==> config.mk <==
export PLATFORM = sky130hd
export DESIGN_NAME = uart_rx_fifo
export DESIGN_NICKNAME = d
export VERILOG_FILES = /design/src/rtl/uart_rx_fifo.sv
export SDC_FILE = /design/constraint.sdc
export NUM_CORES = 1
export LEC_CHECK = 0
export ABC_AREA = 1
export CAP_MARGIN = 15
export CORE_UTILIZATION = 45
export CTS_CLUSTER_DIAMETER = 50
export DETAILED_ROUTE_END_ITERATION = 10
export SETUP_SLACK_MARGIN = 0.2
export SYNTH_ARGS = -nofsm -noshare
export SYNTH_HDL_FRONTEND = slang
export SYNTH_SLANG_ARGS = --single-unit
==> constraint.sdc <==
create_clock -name sysclk -period 2.8 [get_ports sysclk]
set_input_delay 0.56 -clock sysclk [delete_from_list [all_inputs] [get_ports sysclk]]
set_output_delay 0.56 -clock sysclk [all_outputs]
set_load 0.05 [all_outputs]
==> src/rtl/uart_rx_fifo.sv <==
// UART receiver with 16x oversampling, 2-of-3 majority bit decisions, optional even
// parity and a first-word-fall-through receive FIFO with overrun detection.
module uart_rx_fifo #(
    parameter int N     = 8,
    parameter int DIV   = 10,
    parameter int DEPTH = 8
) (
    input  logic                     sysclk,
    input  logic                     reset,
    input  logic                     parity_i,
    input  logic                     rx_i,
    input  logic                     rd_ready_i,
    output logic                     rd_valid_o,
    output logic [N-1:0]             rd_data_o,
    output logic [$clog2(DEPTH):0]   fifo_count_o,
    output logic                     busy_o,
    output logic                     frame_err_o,
    output logic                     parity_err_o,
    output logic                     overrun_o
);

    localparam int DW = $clog2(DIV);
    localparam int AW = $clog2(DEPTH);
    localparam int CW = AW + 1;

    typedef enum logic [2:0] {IDLE, START, DATA, PARITY, STOP} state_t;

    function automatic logic calc_parity(input logic [N-1:0] d);
        return ^d;
    endfunction

    function automatic logic maj3(input logic a, input logic b, input logic c);
        return (a & b) | (a & c) | (b & c);
    endfunction

    logic            rx_meta_r, rx_sync_r, rx_prev_r;
    logic [DW-1:0]   div_cnt_r;
    logic [3:0]      tick_idx_r;
    logic            samp7_r, samp8_r;
    state_t          state_r, state_nx_s;
    logic            par_en_r, par_err_r;
    logic [N-1:0]    shift_r;
    logic [3:0]      bit_cnt_r;
    logic            busy_r, frame_err_r, parity_err_r, overrun_r;
    logic            push_r;
    logic [N-1:0]    push_data_r;

    logic            tick_s, fall_s, decide_s, bit_end_s, bit_s;
    logic            shift_en_s, par_chk_s, frame_bad_s, parity_bad_s, good_s;

    logic [N-1:0]    mem_r [DEPTH];
    logic [AW-1:0]   wr_ptr_r, rd_ptr_r, rd_ptr_nx_s;
    logic [CW-1:0]   count_r, count_nx_s;
    logic            rd_valid_r;
    logic [N-1:0]    rd_data_r, head_nx_s;
    logic            full_s, do_pop_s, do_push_s, ovr_s;

    assign tick_s    = (div_cnt_r == DW'(DIV - 1));
    assign fall_s    = (state_r == IDLE) && rx_prev_r && !rx_sync_r;
    assign decide_s  = tick_s && (tick_idx_r == 4'd9);
    assign bit_end_s = tick_s && (tick_idx_r == 4'd15);
    assign bit_s     = maj3(samp7_r, samp8_r, rx_sync_r);

    // Two-flop synchronizer plus previous value for falling-edge detection.
    always_ff @(posedge sysclk) begin
        if (reset) begin
            rx_meta_r <= 1'b1;
            rx_sync_r <= 1'b1;
            rx_prev_r <= 1'b1;
        end else begin
            rx_meta_r <= rx_i;
            rx_sync_r <= rx_meta_r;
            rx_prev_r <= rx_sync_r;
        end
    end

    // Oversample tick divider and tick index; realigned to every start edge.
    always_ff @(posedge sysclk) begin
        if (reset) begin
            div_cnt_r  <= '0;
            tick_idx_r <= 4'd0;
        end else if (fall_s) begin
            div_cnt_r  <= '0;
            tick_idx_r <= 4'd0;
        end else if (tick_s) begin
            div_cnt_r  <= '0;
            tick_idx_r <= tick_idx_r + 4'd1;
        end else begin
            div_cnt_r  <= div_cnt_r + DW'(1);
        end
    end

    // Receive FSM next-state and one-cycle control strobes.
    always_comb begin
        state_nx_s   = state_r;
        shift_en_s   = 1'b0;
        par_chk_s    = 1'b0;
        frame_bad_s  = 1'b0;
        parity_bad_s = 1'b0;
        good_s       = 1'b0;
        case (state_r)
            IDLE: begin
                if (fall_s) state_nx_s = START;
                else        state_nx_s = IDLE;
            end
            START: begin
                if (decide_s && bit_s) state_nx_s = IDLE;
                else if (bit_end_s)    state_nx_s = DATA;
                else                   state_nx_s = START;
            end
            DATA: begin
                shift_en_s = decide_s;
                if (bit_end_s && (bit_cnt_r == 4'(N))) state_nx_s = par_en_r ? PARITY : STOP;
                else                                   state_nx_s = DATA;
            end
            PARITY: begin
                par_chk_s = decide_s;
                if (bit_end_s) state_nx_s = STOP;
                else           state_nx_s = PARITY;
            end
            STOP: begin
                if (decide_s) begin
                    state_nx_s   = IDLE;
                    frame_bad_s  = !bit_s;
                    parity_bad_s = bit_s && par_err_r;
                    good_s       = bit_s && !par_err_r;
                end else begin
                    state_nx_s = STOP;
                end
            end
            default: state_nx_s = IDLE;
        endcase
    end

    // FSM state, busy flag and registered result pulses.
    always_ff @(posedge sysclk) begin
        if (reset) begin
            state_r      <= IDLE;
            busy_r       <= 1'b0;
            frame_err_r  <= 1'b0;
            parity_err_r <= 1'b0;
            push_r       <= 1'b0;
            push_data_r  <= '0;
        end else begin
            state_r      <= state_nx_s;
            busy_r       <= (state_nx_s != IDLE);
            frame_err_r  <= frame_bad_s;
            parity_err_r <= parity_bad_s;
            push_r       <= good_s;
            if (good_s) push_data_r <= shift_r;
        end
    end

    // Bit samples, data shift register and per-frame parity tracking.
    always_ff @(posedge sysclk) begin
        if (reset) begin
            samp7_r   <= 1'b1;
            samp8_r   <= 1'b1;
            shift_r   <= '0;
            bit_cnt_r <= 4'd0;
            par_en_r  <= 1'b0;
            par_err_r <= 1'b0;
        end else begin
            if (tick_s && (tick_idx_r == 4'd7)) samp7_r <= rx_sync_r;
            if (tick_s && (tick_idx_r == 4'd8)) samp8_r <= rx_sync_r;
            if (fall_s) begin
                bit_cnt_r <= 4'd0;
                par_en_r  <= parity_i;
                par_err_r <= 1'b0;
            end else if (shift_en_s) begin
                shift_r   <= {bit_s, shift_r[N-1:1]};
                bit_cnt_r <= bit_cnt_r + 4'd1;
            end else if (par_chk_s) begin
                par_err_r <= calc_parity(shift_r) ^ bit_s;
            end
        end
    end

    assign full_s    = (count_r == CW'(DEPTH));
    assign do_pop_s  = rd_valid_r && rd_ready_i;
    assign do_push_s = push_r && (!full_s || do_pop_s);
    assign ovr_s     = push_r && full_s && !do_pop_s;

    // Next FIFO occupancy, read pointer and head word (head register stays fall-through).
    always_comb begin
        count_nx_s  = count_r;
        rd_ptr_nx_s = rd_ptr_r;
        head_nx_s   = '0;
        if (do_push_s && !do_pop_s)      count_nx_s = count_r + CW'(1);
        else if (do_pop_s && !do_push_s) count_nx_s = count_r - CW'(1);
        else                             count_nx_s = count_r;
        if (do_pop_s) rd_ptr_nx_s = rd_ptr_r + AW'(1);
        else          rd_ptr_nx_s = rd_ptr_r;
        if (count_nx_s == CW'(0))                       head_nx_s = '0;
        else if (do_push_s && (rd_ptr_nx_s == wr_ptr_r)) head_nx_s = push_data_r;
        else                                            head_nx_s = mem_r[rd_ptr_nx_s];
    end

    // FIFO storage.
    always_ff @(posedge sysclk) begin
        if (do_push_s) mem_r[wr_ptr_r] <= push_data_r;
    end

    // FIFO pointers, count and registered read-side outputs.
    always_ff @(posedge sysclk) begin
        if (reset) begin
            wr_ptr_r   <= '0;
            rd_ptr_r   <= '0;
            count_r    <= '0;
            rd_valid_r <= 1'b0;
            rd_data_r  <= '0;
            overrun_r  <= 1'b0;
        end else begin
            if (do_push_s) wr_ptr_r <= wr_ptr_r + AW'(1);
            rd_ptr_r   <= rd_ptr_nx_s;
            count_r    <= count_nx_s;
            rd_valid_r <= (count_nx_s != CW'(0));
            rd_data_r  <= head_nx_s;
            overrun_r  <= ovr_s;
        end
    end

    assign rd_valid_o   = rd_valid_r;
    assign rd_data_o    = rd_data_r;
    assign fifo_count_o = count_r;
    assign busy_o       = busy_r;
    assign frame_err_o  = frame_err_r;
    assign parity_err_o = parity_err_r;
    assign overrun_o    = overrun_r;

endmodule

# Word-level counts from Yosys, hierarchy flattened

Memories as Yosys holds them, arrays and structs flattened. A register that Yosys moved wholly into a read port is not among the register bits.
Cells that the tools add are included.

Flip-flop bits (word level): 54
Memory bits (writable): 64
Input bits: 5
Output and inout bits: 17
Word-level logic and storage cells: 102
Memories kept: 1

Add/subtract/negate cells: 7
Eq/ne operators: 11
Muxes and demuxes: 17
Bitwise operators: 10
Reductions and logical operators: 34

Memory list:

| name  | words | bits a word | rd ports | clocked after Yosys merged registers in | wr ports | line | source |
|---|---|---|---|---|---|---|---|
| mem_r | 8     | 8           | 1        | 1                                       | 1        | 51   | `logic [N-1:0] mem_r [DEPTH];` |

Operator list:

| operator            | number |
|---|---|
| $eq 4x4->1 const B  | 6 |
| $add 4x1->4 const B | 4 |
| $logic_and 1x1->1   | 16 |
| $mux 3              | 5 |
| $pmux 3 s5          | 1 |
| $mux 4              | 2 |
| $reduce_xor 8->1    | 1 |
| $mux 1              | 7 |
| $add 3x1->3 const B | 2 |
| $eq 3x2->1 const B  | 2 |
| $logic_not 1->1     | 6 |
| $reduce_or 3->1     | 2 |
| $eq 4x3->1 const B  | 1 |
| $logic_not 4->1     | 1 |
| $mux 2              | 2 |
| $not 1->1           | 4 |
| $reduce_and 2->1    | 2 |
| $reduce_bool 4->1   | 1 |
| $reduce_or 2->1     | 2 |
| $sub 4x1->4 const B | 1 |
| $and 1x1->1         | 3 |
| $eq 3x1->1 const B  | 1 |
| $eq 3x3->1 const B  | 1 |
| $logic_not 3->1     | 1 |
| 4 further kinds     | 5 |

# Logic depth before layout (Yosys ltp)

Word-level depth: 10
Depth in mapped cells: 13
Mapped depth without buffers: 13

# Worst setup path before layout

OpenSTA, ideal clock, no wires.

Path kind: register to register
From: register count_r[0], in the netlist fifo_count_o[0]
To: memory mem_r[0][0] (enable)
Setup time: 370 ps
Arrival: 1,891 ps
Data required time: 2,430 ps
Path slack: 539 ps
Cell stages (with the launch flop): 8
Buffers on the path: 0
Clock period less this slack: 2,261 ps
Cells stage by stage: dfxtp_1 > inv_1 > ha_1 > nand3_2 > nor2_1 > nor2_1 > nand2_1 > nor2_1

Cells in the longest elaborated chain, start to end: 6

Ends and longest elaborated chain:

| element                      | line | source |
|---|---|---|
| start, declared              | 53   | `logic [CW-1:0] count_r, count_nx_s;` |
| start signal, assigned       | 216  | `count_r <= count_nx_s;` |
| $eq 4x4->1                   | 179  | `assign full_s = (count_r == CW'(DEPTH));` |
| $logic_not 1->1              | 181  | `assign do_push_s = push_r && (!full_s \|\| do_pop_s);` |
| $logic_or 1x1->1             | 181  |  |
| $logic_and 1x1->1            | 181  |  |
| $mux 1                       | 201  | `if (do_push_s) mem_r[wr_ptr_r] <= push_data_r;` |
| $mux 1 (implied by the code) | 201  |  |
| end, declared                | 51   |  |

No other way between the ends.

# Worst setup path after layout

From: register rd_valid_r, in the netlist rd_valid_o
To: output port rd_valid_o

RTL lines:

| element                | line | source |
|---|---|---|
| start, declared        | 54   | `logic rd_valid_r;` |
| start signal, assigned | 217  | `rd_valid_r <= (count_nx_s != CW'(0));` |
| end, declared          | 13   | `output logic rd_valid_o,` |

No word-level cell between the ends.

==> metrics.md <==
| Metric | Value |
|---|---|
| Clock latency on the worst-skew pair | about 0.42 ns |
| H-tree depth | 4 |
| Min-delay src | rx_meta_r |
| Top-count cell post-synth | nand2_1 |
| LEAKAGE | 2.781 nW |
| Top-Level Pins | 22 |
| Remaining DRCs | 0 |
| Critical Path Fanout Max | 9 |
| Setup TNS | 0 ns |
| Placed insts | just over 800 |
| Row count | 40 |
| DRT antenna net count | 0 |
| Ys flop type | edfxtp_1 |
| Iter 0 DRT Violations | 298 |
| Total GRT Usage | 0.2100 |
| Via density | 5.032 |
| Synthesized flop and latch total | ~130 |
| Final instance area | between 6000 and 7000 sq um |
| Core area | approximately 12000 sq um |
| Total number of vias | between 4000 and 5000 |
| Outcome | finished clean |
| Mapped Cells | between 600 and 700 |
| Synth Cell Area | 5684 sq um |
| Slowest cell delay on critical path | ~0.90 ns |
| Die area | ~13000 sq um |
| Final HPWL DP | between 8000 and 9000 microns |
| Post-CTS sizing | 0 |
| First-pass GRT wire length | about 20000 microns |
| Async S/R FF share, synth | 0 |
| DRT Wirelength | around 12000 microns |
| Fin. max-slew vios | 0 |
| Yosys cell types | 36 |
| Mean post-synth cell area | about 9.0 sq um |
| Bufs and invs on worst path | 1 |
| GPL Wtd Cong | approximately 0.89 |
| CP top delay family | buffers and inverters |
| # clock sinks | approximately 130 |
| Synth area leader | edfxtp_1 |
| WHS Path Cells | 1 |
| Non-filler cells, final | between 800 and 900 |
| Synth top cells by count | 138 x nand2_1, 91 x nand3_1, 75 x inv_1 |
| CTS tree | done |
| Placed inst area | ~6000 sq um |
| WHS | approximately 0.44 ns |
| R2r endpoint | mem_r[6][2] |
| Max Clock Freq | approximately 400 MHz |
| Synth area leaders | edfxtp_1 34%, dfxtp_1 22%, nand2_1 9.1% |
| Worst Path Arrival | slightly below 2 ns |
| Wire per inst | ~15 microns |
| Final net count | 684 |
| R2r setup slk | about 0.85 ns |
| Worst-path cell chain | clkdlybuf4s50_1 |
| Pwr per Cell Area | about 800 nW/um^2 |
| Setup repair bufs after CTS | 0 |
| Rel. slew slack | 0.6543 |
| Hold_buf cts | 0 |
| Final core occ | 0.5489 |
| Syn_nets | between 600 and 700 |
| Die width | ~110 microns |
| CTS Buf Count | 17 |
| Post-synth EDFFs | 64 |
| Clock Path Buffers | 2 |
| Hold WC Path Type | flop to flop |
| WS Path Type | flop to output port |
| Overall Power | around 5.3 mW |
| Synthesis-to-finish area growth | 17.43% |
| Vias in the first global route | between 4000 and 5000 |
| Antenna violations before repair | 0 |
| Pre-CTS setup slack | about 0.17 ns |
| Layout fillers | 1080 |
| CTS Root Cell | clkbuf_16 |
| Sequential area share after synthesis | 0.5565 |
| Worst hold endpoint | rx_sync_r |
| Critical path startpoint category | flop |
| First drt pass iteration count | 4 |
| Yosys Warn Count | 0 |
| Final Hold Vio Count | 0 |
| Final worst-path cycle share | 0.8880 |
| Max Clock Skew | a little over 0.009 ns |
| Starting Density | 0.4674 |
| Layout cell share with drive strength beyond 1 | 0.1132 |
| Max-Cap Viols | 0 |
| Total grt overflow | 0 |
| Number of port buffers | 21 |
| Clock slew at reported path FFs | 0.05 ns |
| Die height | ~110 microns |
| Data required, critical path | roughly 2.2 ns |
| PnR worst setup slack | ~0.31 ns |
| Largest net degree at the start of global routing | 33 |
| Critical R2R Launch | fifo_count_o[0] |
| RSZ-0062 raised after global routing | false |
| CP endpoint kind | output port |
| Worst vdd ir | between 0.4 and 0.5 mV |
| Max stage delay cell, worst path | clkdlybuf4s50_1 |
| Synth top area share | 0.3381 |
| Final setup viols | 0 |
| Slew of the pin with the lowest slew margin | roughly 0.52 ns |
| Tmin final | ~2.5 ns |
| Worst R2R Path Depth | 8 |
| Number of inserted diodes | 0 |
layer usage:
metal,up-vias,global-route usage,part of all wire
met5,-,0,0
met4,0,0.08485,0.019
met3,20,0.05770,0.042
met2,89,0.3402,0.47
met1,2011,0.2660,0.47
li1,2147,-,-
final cells by class:
type	instances	area, sq um	share of cell area
inverters	80	300.3	0.04499
repair buffers	38	350.3	0.05248
flip-flops and latches	126	3163	0.4739
well taps	168	210.2	0.03149
multi-input cells	404	2093	0.3136
clock inverters	7	61.31	0.009185
clock buffers	25	496.7	0.07441
power breakdown:
part           internal, mW  total, mW  switching (mW)
registers              2.00       2.09          0.0865
clock network          1.31       2.06           0.752
logic                 0.389       1.19           0.796
worst max-delay path by stage:
stage,startpoint,endpoint,slack (ns),cells past startpoint
after detailed placement,rd_ready_i,mem_r[6][4],0.17,8
after floorplan,fifo_count_o[0],mem_r[0][0],0.54,7
after CTS,rd_valid_o,rd_valid_o,0.29,1
after global routing,rd_valid_o,rd_valid_o,0.25,1
after global placement,rd_ready_i,mem_r[6][5],0.22,8
final,rd_valid_o,rd_valid_o,0.31,1
flip-flops by register name, summed over array words and instances, names as in the netlist, 3 cells and up:
signal	flops
fifo_count_o	4
push_data_r	8
wr_ptr_r	3
tick_idx_r	4
rd_ptr_r	3
div_cnt_r	4
mem_r	64
state_r	3
rd_data_o	8
shift_r	8
bit_cnt_r	4
layout by cell type, fill, tap and decap left out, drive strengths merged, types with 17 or more instances in the layout:
master	netlist	layout
nand2	146	146
inv	80	80
nor2	73	73
nand3	99	99
clkdlybuf4s50	0	21
edfxtp	64	64
dfxtp	62	62
clkbuf	4	25
buf	15	17
o21ai	17	17
cell families (layout without fill, tap and decap cells):
group / count (synthesis) / after routing / share of synthesized area
AO/OA/AOI/OAI: 41 / 41 / 0.04138
XOR/XNOR: 9 / 9 / 0.01387
adder cells (fa/ha/maj): 12 / 12 / 0.02641
AND/OR/NAND/NOR: 342 / 342 / 0.2866
buffers and inverters: 99 / 150 / 0.07528
flip-flops: 126 / 126 / 0.5565
Note: power is estimated with default switching activity, not from simulation.
